--- config.mk ---
export PLATFORM = sky130hd
export DESIGN_NAME = rip_alu_arbiter
export DESIGN_NICKNAME = d
export VERILOG_FILES = /design/src/rtl/rip_pkg.sv /design/src/rtl/rip_alu_rsp_buf.sv /design/src/rtl/rip_alu_arbiter.sv
export SDC_FILE = /design/constraint.sdc
export NUM_CORES = 1
export LEC_CHECK = 0
export ABC_CLOCK_PERIOD_IN_PS = 2970
export CAP_MARGIN = 10
export CORE_AREA = 2 2 243 245
export CTS_BUF_LIST = sky130_fd_sc_hd__clkbuf_2
export DETAILED_ROUTE_END_ITERATION = 12
export DIE_AREA = 0 0 245 247
export GPL_TIMING_DRIVEN = 0
export SYNTH_ARGS = -nofsm -noshare
export SYNTH_HDL_FRONTEND = slang
export SYNTH_SLANG_ARGS = --single-unit
--- constraint.sdc ---
create_clock -name clk -period 2.97 [get_ports clk]
set_input_delay 0.297 -clock clk [delete_from_list [all_inputs] [get_ports clk]]
set_output_delay 0.297 -clock clk [all_outputs]
set_load 0.05 [all_outputs]
--- src/rtl/rip_pkg.sv ---
// Shared types for the RIP ALU sharing logic: instruction flags, ALU request bus
// and port-count limits.
package rip_pkg;

    localparam int RIP_ALU_MAX_PORTS = 4;
    localparam int RIP_ALU_ID_W      = 2;

    typedef struct packed {
        logic is_lui;
        logic is_addi;
        logic is_add;
        logic is_sub;
        logic is_and;
        logic is_or;
        logic is_xor;
        logic is_csrrwi;
    } inst_t;

    typedef struct packed {
        inst_t       inst;
        logic [31:0] rs1;
        logic [31:0] rs2;
        logic [31:0] pc;
        logic [31:0] csr;
        logic [31:0] imm;
        logic [4:0]  zimm;
    } alu_req_t;

endpackage

--- src/rtl/rip_alu_rsp_buf.sv ---
// One-entry response holding register for a single ALU port: bypasses the live
// ALU result, parks it when the consumer stalls, and drops everything on flush.
module rip_alu_rsp_buf (
    input  logic        clk,
    input  logic        rst_n,
    input  logic        flush,
    input  logic        bypass_v,
    input  logic [31:0] rslt,
    input  logic        rsp_ready,
    output logic        rsp_valid,
    output logic [31:0] rsp_data,
    output logic        full
);

    logic        full_r;
    logic [31:0] data_r;
    logic        capture_s;
    logic        full_nxt_s;

    // Park an unconsumed bypass result; a full entry drains on rsp_ready.
    always_comb begin
        capture_s  = bypass_v & ~rsp_ready & ~flush;
        full_nxt_s = 1'b0;
        if (flush) begin
            full_nxt_s = 1'b0;
        end else if (full_r) begin
            full_nxt_s = ~rsp_ready;
        end else begin
            full_nxt_s = capture_s;
        end
    end

    // Holding register and its full flag.
    always_ff @(posedge clk) begin
        if (!rst_n) begin
            full_r <= 1'b0;
            data_r <= 32'd0;
        end else begin
            full_r <= full_nxt_s;
            data_r <= capture_s ? rslt : data_r;
        end
    end

    // Buffered data takes precedence; eligibility keeps bypass and buffer exclusive.
    always_comb begin
        rsp_valid = 1'b0;
        rsp_data  = 32'd0;
        if (flush) begin
            rsp_valid = 1'b0;
            rsp_data  = 32'd0;
        end else if (full_r) begin
            rsp_valid = 1'b1;
            rsp_data  = data_r;
        end else if (bypass_v) begin
            rsp_valid = 1'b1;
            rsp_data  = rslt;
        end else begin
            rsp_valid = 1'b0;
            rsp_data  = 32'd0;
        end
    end

    assign full = full_r;

endmodule

--- src/rtl/rip_alu_arbiter.sv ---
// Shares one registered ALU between the core (port 0) and coprocessor ports.
// Define RIP_ALU_ARB_RR_EN for round-robin arbitration; default is fixed priority.
module rip_alu_arbiter
    import rip_pkg::*;
#(
    parameter int NUM_PORTS = 2
) (
    input  logic                 clk,
    input  logic                 rst_n,
    input  logic [NUM_PORTS-1:0] req_valid,
    output logic [NUM_PORTS-1:0] req_ready,
    input  alu_req_t             req [NUM_PORTS],
    output logic [NUM_PORTS-1:0] rsp_valid,
    input  logic [NUM_PORTS-1:0] rsp_ready,
    output logic [31:0]          rsp_data [NUM_PORTS],
    input  logic                 flush0,
    output alu_req_t             alu_req,
    input  logic [31:0]          alu_rslt
);

    localparam int ID_W = RIP_ALU_ID_W;

    logic                         inflight_v_r;
    logic [ID_W-1:0]              inflight_id_r;
    logic [NUM_PORTS-1:0]         buf_full_s;
    logic [NUM_PORTS-1:0]         bypass_v_s;
    logic [RIP_ALU_MAX_PORTS-1:0] elig_s;
    logic                         gnt_v_s;
    logic [ID_W-1:0]              gnt_id_s;
    logic [ID_W-1:0]              cand_s;
    logic [ID_W-1:0]              start_s;

    // A port whose current result is stalled must not issue again until it drains.
    always_comb begin
        elig_s = '0;
        for (int p = 0; p < NUM_PORTS; p++) begin
            elig_s[p] = rst_n & req_valid[p] & ~buf_full_s[p]
                      & ~(bypass_v_s[p] & ~rsp_ready[p])
                      & ~((p == 0) & flush0);
        end
    end

    // Search from start_s; walking backwards lets the nearest eligible port win.
    always_comb begin
        gnt_v_s  = 1'b0;
        gnt_id_s = '0;
        cand_s   = '0;
        for (int i = NUM_PORTS - 1; i >= 0; i--) begin
            cand_s   = ID_W'((int'(start_s) + i) % NUM_PORTS);
            gnt_id_s = elig_s[cand_s] ? cand_s : gnt_id_s;
            gnt_v_s  = gnt_v_s | elig_s[cand_s];
        end
    end

    // One-hot grant and operand bus mux; idle bus is all-zero.
    always_comb begin
        req_ready = '0;
        alu_req   = '0;
        for (int p = 0; p < NUM_PORTS; p++) begin
            req_ready[p] = gnt_v_s && (gnt_id_s == ID_W'(p));
            alu_req      = req_ready[p] ? req[p] : alu_req;
        end
    end

    // In-flight tracker; the ALU result belongs to last cycle's grantee.
    always_ff @(posedge clk) begin
        if (!rst_n) begin
            inflight_v_r  <= 1'b0;
            inflight_id_r <= '0;
        end else begin
            inflight_v_r  <= gnt_v_s;
            inflight_id_r <= gnt_v_s ? gnt_id_s : inflight_id_r;
        end
    end

`ifdef RIP_ALU_ARB_RR_EN
    logic [ID_W-1:0] rr_ptr_r;

    // Advance the round-robin pointer past each granted port.
    always_ff @(posedge clk) begin
        if (!rst_n) begin
            rr_ptr_r <= '0;
        end else if (gnt_v_s) begin
            rr_ptr_r <= (gnt_id_s == ID_W'(NUM_PORTS - 1)) ? '0 : gnt_id_s + ID_W'(1);
        end else begin
            rr_ptr_r <= rr_ptr_r;
        end
    end

    assign start_s = rr_ptr_r;
`else
    assign start_s = '0;
`endif

    for (genvar p = 0; p < NUM_PORTS; p++) begin : g_port
        assign bypass_v_s[p] = inflight_v_r && (inflight_id_r == ID_W'(p));

        rip_alu_rsp_buf u_rsp_buf (
            .clk       (clk),
            .rst_n     (rst_n),
            .flush     ((p == 0) ? flush0 : 1'b0),
            .bypass_v  (bypass_v_s[p]),
            .rslt      (alu_rslt),
            .rsp_ready (rsp_ready[p]),
            .rsp_valid (rsp_valid[p]),
            .rsp_data  (rsp_data[p]),
            .full      (buf_full_s[p])
        );
    end

endmodule

==> results of run 1 <==
==> sequential cells by signal (all words and copies together), names as in the netlist <==
signal	count
g_port.u_rsp_buf.data_r	64
g_port.u_rsp_buf.full	2
inflight_id_r	1
inflight_v_r	1
==> what timing repair did <==
item,in CTS,in global routing
hold endpoints to repair,0,0
gates cloned,0,3
hold buffers,0,0
setup endpoints to repair,237,218
gates resized for setup,921,247
pin swaps,1,1
setup buffers,4,2
==> final cells by class <==
type | instances | area (µm²) | share of cell area
Antenna cell | 15 | 37.5 | 0.00250
Buffer | 115 | 671 | 0.0447
Clock buffer | 11 | 55.1 | 0.00367
Clock inverter | 4 | 17.5 | 0.00117
Inverter | 2 | 7.51 | 0.000501
Multi-Input combinational cell | 654 | 5810 | 0.387
Sequential cell | 68 | 1370 | 0.0910
Tap cell | 773 | 967 | 0.0645
Timing Repair Buffer | 636 | 6070 | 0.405
==> worst min path at each step <==
stage	slack [ns]	start	end	depth (start not counted)
finish	0.39	alu_rslt[9]	g_port[1].u_rsp_buf.data_r[9]$_SDFFE_PN0P_	3
global route	0.37	alu_rslt[21]	g_port[0].u_rsp_buf.data_r[21]$_SDFFE_PN0P_	3
CTS	0.35	alu_rslt[9]	g_port[1].u_rsp_buf.data_r[9]$_SDFFE_PN0P_	3
detailed placement	0.45	g_port[0].u_rsp_buf.data_r[6]$_SDFFE_PN0P_	g_port[0].u_rsp_buf.data_r[6]$_SDFFE_PN0P_	2
global placement	0.44	g_port[0].u_rsp_buf.data_r[29]$_SDFFE_PN0P_	g_port[0].u_rsp_buf.data_r[29]$_SDFFE_PN0P_	2
floorplan	0.38	rsp_ready[0]	g_port[0].u_rsp_buf.full$_SDFF_PP0_	1
==> per-layer routing <==
metal	track usage	share of wire	wire length, µm	vias up
met3	0.0328	0.066	3260	50
met2	0.265	0.51	25100	446
met4	0.0527	0.027	1320	2
li1	-	-	-	4470
met5	0	0.00014	7	-
met1	0.177	0.40	19700	4571
==> power by group through the flow <==
| stage | Sequential [µW] | Combinational, µW | Clock (µW) |
|---|---|---|---|
| after global routing | 954 | 2400 | 482 |
| after detailed placement | 967 | 2340 | 0 |
| final | 951 | 2300 | 439 |
| after floorplan | 963 | 1260 | 0 |
| after global placement | 966 | 2320 | 0 |
| after CTS | 949 | 2230 | 448 |
==> metrics by stage <==
stage          instances   util  hold slack (ns)  total power [µW]
2_1_floorplan        842      -            0.376              2220
3_5_place_dp        2242  0.258            0.452              3300
6_report            2278  0.257            0.387              3690
3_3_place_gp        2240  0.257            0.444              3280
5_1_grt             2276  0.257            0.370              3840
4_1_cts             2259  0.249            0.347              3620
==> worst max-delay path, stage by stage, from the launching register on <==
cell,delay [ns]
dfxtp_2,0.38
nor3b_1,0.14
or4b_4,0.66
clkbuf_16,0.26
buf_6,0.17
mux2_4,0.30
buf_2,0.21
==> kinds of logic after synthesis <==
logic type             Yosys count  synth area share
AO/OA/AOI/OAI                   98            0.0895
buffers and inverters          120            0.0770
flip-flops                      68             0.176
multiplexers                   205             0.365
AND/OR/NAND/NOR                351             0.293
==> cell usage in the layout, fill, tap and decap left out, types with 32 or more instances in the layout <==
master,instances
a21boi_0,32
a22o_1,32
and4_1,171
buf_2,84
buf_4,32
buf_6,67
clkbuf_1,57
clkbuf_2,40
clkdlybuf4s50_1,390
dfxtp_1,65
mux2_4,148
mux2i_1,32
nand2_1,98
nand3_1,33
nor2_1,36
o21ai_0,33
==> impl_metrics.env, run 1 <==
export IMPL_worstPathArrival_ns=2.67
export IMPL_ys_top_cells_by_count="and4_1, mux2_4, nand2_1"
export IMPL_synth_enable_flop_cells=0
export IMPL_netlist_instances=842
export IMPL_post_route_period_util=0.999
export IMPL_crit_start="inflight_v_r$_SDFF_PN0_"
export IMPL_dieHeight_um=247
export IMPL_syn_area_per_cell_um2=9.20
export IMPL_synth_area_leaders="mux2_4, and4_1, dfxtp_1"
export IMPL_rr_startpoint="inflight_id_r[0]$_SDFFE_PN0P_"
export IMPL_antenna_found_initial=18
export IMPL_fin_crit_ns=2.97
export IMPL_async_flop_share=0
export IMPL_io_pins=626
export IMPL_final_area_mm2=0.0150
export IMPL_min_path_type="input pin to flip-flop"
export IMPL_cts_root_buf="clkbuf_2"
export IMPL_cts_tree="yes"
export IMPL_nFillCells=6274
export IMPL_cts_path_max_buffers=2
export IMPL_ir_drop_mv=0.185
export IMPL_cap_violations=0
export IMPL_die_x_um=245
export IMPL_comb_power_share=0.623
export IMPL_critPathKind="flip-flop to output port"
export IMPL_rows=89
export IMPL_tightest_slew_ns=1.00
export IMPL_first_global_vias=9452
export IMPL_grt_max_degree=11
export IMPL_cts_max_level=3
export IMPL_r2r_cells=6
export IMPL_vias_per_cell=4.19
export IMPL_syn_area_mm2=0.00775
export IMPL_synth_distinct_cells=26
export IMPL_fin_skew_ns=0.0148
export IMPL_seq_area_frac_synth=0.176
export IMPL_area_growth_pct=93.6
export IMPL_num_nets_final=1871
export IMPL_wl_um=49300
export IMPL_startpoint_type="flip-flop"
export IMPL_dr_pass1_iters=7
export IMPL_endpoint="alu_req[93]"
export IMPL_power_leakage_uw=0.00686
export IMPL_drt_iter0_drc=409
export IMPL_path_max_fanout=10
export IMPL_finalSetupViolCount=0
export IMPL_power_switching_fraction=0.435
export IMPL_p_per_area_mw_per_mm2=246
export IMPL_track_usage=0.150
export IMPL_clock_sinks=68
export IMPL_p_clk_frac=0.119
export IMPL_r2r_end="g_port[0].u_rsp_buf.data_r[30]$_SDFFE_PN0P_"
export IMPL_placed_area_mm2=0.0150
export IMPL_via_count=9539
export IMPL_syn_nets=1227
export IMPL_wl_per_cell_um=21.6
export IMPL_drive_gt1_frac=0.295
export IMPL_setup_ws_ns=0.00155
export IMPL_synth_top_area_frac=0.287
export IMPL_yosysTopAreaCell="mux2_4"
export IMPL_hpwl_um=41500
export IMPL_p_int_uw=2090
export IMPL_ant_nets=0
export IMPL_final_max_slew_viol_count=0
export IMPL_status="finished clean"
export IMPL_clk_pin_slew_ns=0.20
export IMPL_ys_warn_count=0
export IMPL_hold_viol=0
export IMPL_ys_flop_type="dfxtp_1"
export IMPL_worstPathRequired_ns=2.67
export IMPL_synth_most_common_cell="and4_1"
export IMPL_initial_core_util=0.133
export IMPL_grt_pass1_wl_um=67000
export IMPL_p_seq_frac=0.258
export IMPL_portBuffers=625
export IMPL_drc=0
export IMPL_pre_cts_ws_ns=-1.48
export IMPL_die_area_mm2=0.0605
export IMPL_worstSetupEndpointType="output port"
export IMPL_clk_latency_ns=0.54
export IMPL_fmax_mhz=337
export IMPL_rsz0062_at_grt="true"
export IMPL_switching_power_uw=1610
export IMPL_final_setup_tns_ns=0
export IMPL_coreArea_mm2=0.0582
export IMPL_max_slew_margin=0.331
export IMPL_overflow=0
export IMPL_synth_seq_cells=68
export IMPL_gp_congestion=0.877
export IMPL_numCtsBuffers=9
export IMPL_r2r_setup_slack_ns=0.67
(Power assumes the default switching activity.)
==> run 2, diff against run 1 <==
GPL_TIMING_DRIVEN = 1   (was 0)
==> run 2 against run 1 <==
Effect of this change:
- core utilization barely moved
- cell area fell by 0.18%
- sequential share of layout area barely moved
- highest routed layer unchanged
==> impl_metrics.env, run 2 (synthesis results as in run 1) <==
export IMPL_hpwl_um=33700
export IMPL_die_area_mm2=0.0605
export IMPL_crit_start="inflight_v_r$_SDFF_PN0_"
export IMPL_tightest_slew_ns=0.833
export IMPL_cts_root_buf="clkbuf_2"
export IMPL_clock_sinks=68
export IMPL_cts_path_max_buffers=2
export IMPL_numCtsBuffers=9
export IMPL_area_growth_pct=93.2
export IMPL_layout_commonest_cell="clkdlybuf4s50_1"
export IMPL_wl_um=43600
export IMPL_grt_max_degree=214
export IMPL_largest_register_ff_count=64
export IMPL_final_cell_mix="clkdlybuf4s50_1, buf_4, and4_1"
export IMPL_startpoint_type="flip-flop"
export IMPL_drc=0
export IMPL_final_max_slew_viol_count=0
export IMPL_ir_drop_mv=0.233
export IMPL_num_nets_final=1780
export IMPL_track_usage=0.128
export IMPL_finalSetupViolCount=0
export IMPL_min_path_type="input pin to flip-flop"
export IMPL_drive_gt1_frac=0.329
export IMPL_initial_core_util=0.133
export IMPL_vias_per_cell=4.16
export IMPL_fin_crit_ns=2.86
export IMPL_fin_skew_ns=0.0251
export IMPL_pre_cts_ws_ns=0.121
export IMPL_worstSetupEndpointType="output port"
export IMPL_hold_depth=3
export IMPL_cts_tree="yes"
export IMPL_hold_viol=0
export IMPL_r2r_cells=6
export IMPL_cts_hold_buf=0
export IMPL_wl_per_cell_um=20.0
export IMPL_ant_nets=0
export IMPL_final_util=0.257
export IMPL_grt_pass1_wl_um=59200
export IMPL_cap_violations=0
export IMPL_io_pins=626
export IMPL_worstPathArrival_ns=2.56
export IMPL_clk_latency_ns=0.51
export IMPL_fmax_mhz=350
export IMPL_dieHeight_um=247
export IMPL_min_from="rst_n"
export IMPL_via_count=9077
export IMPL_nFillCells=6179
export IMPL_path_max_fanout=25
export IMPL_critPathKind="flip-flop to output port"
export IMPL_top_register="g_port.u_rsp_buf.data_r"
export IMPL_gp_congestion=0.884
export IMPL_drt_iter0_drc=332
export IMPL_setup_ws_ns=0.112
export IMPL_post_route_period_util=0.962
export IMPL_rr_startpoint="inflight_v_r$_SDFF_PN0_"
export IMPL_clk_pin_slew_ns=0.19
export IMPL_dr_pass1_iters=4
export IMPL_p_per_area_mw_per_mm2=252
export IMPL_first_global_vias=8843
export IMPL_portBuffers=625
export IMPL_worstPathRequired_ns=2.67
export IMPL_status="finished clean"
export IMPL_max_slew_margin=0.444
export IMPL_power_leakage_uw=0.00653
export IMPL_cts_max_level=3
export IMPL_die_x_um=245
export IMPL_overflow=0
export IMPL_antenna_found_initial=18
export IMPL_rows=89
export IMPL_coreArea_mm2=0.0582
[run 2: stage by stage]
step | hold slack [ns] | TNS (ns) | area [µm²] | total power [µW] | instances
4_1_cts | 0.0330 | -1.08 | 14700 | 3790 | 2164
2_1_floorplan | 0.376 | 0 | 7750 | 2220 | 842
3_3_place_gp | 0.444 | 0 | 14600 | 3250 | 2150
6_report | 0.0784 | 0 | 15000 | 3780 | 2183
3_5_place_dp | 0.449 | 0 | 14600 | 3260 | 2150
5_1_grt | 0.0380 | -0.00394 | 14900 | 3930 | 2176
[run 2: final cells by class]
class                   instances  area, µm²  share of cell area
diodes                         13       32.5             0.00217
clock buffers                  10       50.0             0.00334
clock inverters                 3       41.3             0.00276
inverters                       2       7.51            0.000502
multi-input cells             654       5820               0.389
flip-flops and latches         68       1360              0.0911
well taps                     773        967              0.0646
repair buffers                660       6680               0.446
[run 2: worst max-delay path, stage by stage (launching register included)]
cell and delay, ns:
dfxtp_2 0.38, nor3b_1 0.14, or4b_4 0.52, buf_16 0.22, clkbuf_16 0.23, mux2_4 0.30, buf_4 0.19
[run 2: path summary, 6_finish.rpt]
| path | end | slack (ns) |
|---|---|---|
| worst max register to register | inflight_id_r[0]$_SDFFE_PN0P_ | 1.17 |
| worst min register to register | g_port[0].u_rsp_buf.data_r[4]$_SDFFE_PN0P_ | 0.47 |
| worst min-delay path | g_port[0].u_rsp_buf.full$_SDFF_PP0_ | 0.08 |
| worst max-delay path | alu_req[73] | 0.11 |
[run 2: per-layer routing]
metal	part of all wire	wire length, µm	vias up	track usage
li1	-	-	4292	-
met1	0.40	17400	4374	0.151
met2	0.52	22900	371	0.236
met3	0.063	2740	38	0.0258
met4	0.014	627	2	0.0319
met5	0.00032	14	-	0
[run 2: what timing repair did]
action,4_1_cts,5_1_grt
resized for setup,4,17
gates cloned,1,5
pin swaps,0,1
endpoints found under the setup margin,48,150
setup buffers,0,1
endpoints found under the hold margin,0,0
[run 2: report_power, final]
group	internal [µW]	switching, µW
combinational	1120	1210
sequential	936	12.6
clock	182	326
==> run 3, diff against run 2 <==
CORE_AREA = 2 2 247 249   (was 2 2 243 245)
CTS_CLUSTER_SIZE = 8   (was default)
DIE_AREA = 0 0 249 251   (was 0 0 245 247)
==> run 3 against run 2 <==
Effect of this change:
- the run now ends with negative setup slack left
- via count grew 0.85%
- highest routed layer unchanged
- largest cell class unchanged
- worst setup slack worse by 0.13 ns
- clock power is 30% higher
- combinational power grew 4%
- critical path depth stayed put
- critical path type unchanged
- critical endpoint is now alu_req[78]
- cell area grew 2.4%
- non-clock buffer count is the same
- clock-buffer cell count stayed put
==> impl_metrics.env, run 3 (synthesis results as in run 1) <==
export IMPL_status="complete, but fails checks"
export IMPL_failed_checks="negative setup slack"
export IMPL_gp_congestion=0.926
export IMPL_die_area_mm2=0.0625
export IMPL_path_cells="buf_6 > nor3b_1 > or4b_4 > buf_12 > mux2_4 > buf_4"
export IMPL_power_switching_fraction=0.406
export IMPL_final_max_slew_viol_count=0
export IMPL_numCtsBuffers=9
export IMPL_switching_power_uw=1640
export IMPL_clock_sinks=68
export IMPL_num_nets_final=1781
export IMPL_wl_per_cell_um=21.9
export IMPL_dieHeight_um=251
export IMPL_hpwl_um=38000
export IMPL_io_pins=626
export IMPL_cts_max_level=3
export IMPL_critical_path_max_stage_delay_ns=0.55
export IMPL_ir_drop_mv=0.206
export IMPL_cts_path_max_buffers=2
export IMPL_rsz0062_at_grt="true"
export IMPL_initial_core_util=0.130
export IMPL_min_path_type="input pin to flip-flop"
export IMPL_max_slew_margin=0.363
export IMPL_power_leakage_uw=0.00652
export IMPL_timing_critical_path_buf_inv=3
export IMPL_cts_tree="yes"
export IMPL_path_max_fanout=77
export IMPL_fin_crit_ns=2.98
export IMPL_p_seq_frac=0.236
export IMPL_antenna_found_initial=29
export IMPL_vias_per_cell=4.17
export IMPL_tightest_slew_ns=0.956
export IMPL_comb_power_share=0.600
export IMPL_via_count=9154
export IMPL_post_route_period_util=1.00
export IMPL_drt_iter0_drc=445
export IMPL_drc=0
export IMPL_ff_latch_area_mm2=0.00137
export IMPL_fmax_mhz=335
export IMPL_path_delay_family="simple AND/OR/NAND/NOR gates"
export IMPL_worstSetupEndpointType="output port"
export IMPL_worstPathRequired_ns=2.67
export IMPL_wl_um=48000
export IMPL_p_clk_frac=0.164
export IMPL_coreArea_mm2=0.0598
export IMPL_rows=90
export IMPL_layout_commonest_cell="clkdlybuf4s50_1"
export IMPL_grt_max_degree=239
export IMPL_die_x_um=249
export IMPL_p_int_uw=2390
export IMPL_largest_register_ff_count=64
export IMPL_portBuffers=625
export IMPL_clk_latency_ns=0.56
export IMPL_ant_nets=0
export IMPL_dr_pass1_iters=4
export IMPL_cap_violations=0
export IMPL_worstPathArrival_ns=2.69
export IMPL_fin_skew_ns=0.0201
export IMPL_cts_root_buf="clkbuf_2"
export IMPL_first_global_vias=9133
export IMPL_multi_input_area_mm2=0.00585
export IMPL_finalSetupViolCount=8
export IMPL_crit_path_top_delay_cell="or4b_4"
export IMPL_final_cell_mix="clkdlybuf4s50_1, and4_1, buf_4"
export IMPL_grt_pass1_wl_um=67200
export IMPL_clk_pin_slew_ns=0.22
export IMPL_drive_gt1_frac=0.325
export IMPL_hold_viol=0
export IMPL_track_usage=0.145
export IMPL_nFillCells=6373
export IMPL_overflow=0
export IMPL_p_per_area_mw_per_mm2=263
export IMPL_pre_cts_ws_ns=0.193
export IMPL_setup_ws_ns=-0.0142
export IMPL_critPathKind="flip-flop to output port"
export IMPL_top_register="g_port.u_rsp_buf.data_r"
export IMPL_finalPower_uw=4030
export IMPL_startpoint_type="flip-flop"
export IMPL_area_growth_pct=97.9
==> run 3: cell types whose count changed in the layout (fill, tap and decap cells not counted), moves of 2 or more <==
cell	before	now
dlymetal6s2s_1	9	0
clkdlybuf4s50_1	383	385
buf_6	8	19
dlygate4sd2_1	0	18
buf_4	209	164
dfxtp_1	66	64
clkbuf_16	5	0
buf_12	42	68
==> run 3: final timing paths <==
path	depth (start not counted)	slack [ns]	startpoint	endpoint
min reg2reg	2	0.47	g_port[0].u_rsp_buf.data_r[25]$_SDFFE_PN0P_	g_port[0].u_rsp_buf.data_r[25]$_SDFFE_PN0P_
min	3	0.34	alu_rslt[13]	g_port[1].u_rsp_buf.data_r[13]$_SDFFE_PN0P_
max	6	-0.01	inflight_id_r[0]$_SDFFE_PN0P_	alu_req[78]
max reg2reg	7	1.13	inflight_id_r[0]$_SDFFE_PN0P_	inflight_id_r[0]$_SDFFE_PN0P_
==> run 3: area by class of cell <==
class / instances / share of cell area
Clock buffer: 10 / 0.00326
Timing Repair Buffer: 660 / 0.454
Tap cell: 782 / 0.0638
Inverter: 2 / 0.000490
Multi-Input combinational cell: 655 / 0.381
Antenna cell: 12 / 0.00196
Clock inverter: 6 / 0.00579
Sequential cell: 68 / 0.0893
==> run 3: layer usage <==
| metal | wire (µm) | part of all wire | vias to the layer above | track usage |
|---|---|---|---|---|
| li1 | - | - | 4293 | - |
| met1 | 18700 | 0.39 | 4330 | 0.164 |
| met2 | 23900 | 0.50 | 450 | 0.248 |
| met3 | 4120 | 0.086 | 71 | 0.0492 |
| met4 | 1280 | 0.027 | 10 | 0.0608 |
| met5 | 59 | 0.0012 | - | 0 |
==> run 3: worst reg2reg max path, stage by stage (launching register included) <==
cell and delay (ns):
dfxtp_2 0.38, buf_6 0.11, nor3b_1 0.05, or4b_4 0.55, buf_6 0.16, bufbuf_16 0.29, inv_1 0.16, nor2_1 0.06
==> run 3: per-stage QoR <==
step | area [µm²] | TNS, ns | utilization | cells | hold slack, ns
after global routing | 15300 | -0.485 | 0.256 | 2192 | 0.296
after detailed placement | 14900 | 0 | 0.250 | 2158 | 0.452
after floorplan | 7750 | 0 | - | 842 | 0.376
after CTS | 15300 | 0 | 0.256 | 2182 | 0.288
final | 15300 | -0.0356 | 0.256 | 2195 | 0.343
after global placement | 14900 | 0 | 0.250 | 2158 | 0.444
==> run 3: power groups by stage <==
stage / combinational [µW] / clock (µW) / sequential (µW)
after floorplan: 1260 / 0 / 963
after global placement: 2370 / 0 / 968
after detailed placement: 2380 / 0 / 970
after CTS: 2420 / 692 / 952
after global routing: 2510 / 719 / 956
final: 2410 / 661 / 952
==> run 3: what timing repair did <==
action                     CTS  global route
hold endpoints to repair     1             0
setup endpoints to repair  136            71
pin swaps                    2             0
cloned                       3             0
resized for setup           43             3
hold buffers                 1             0
buffers inserted             4             1
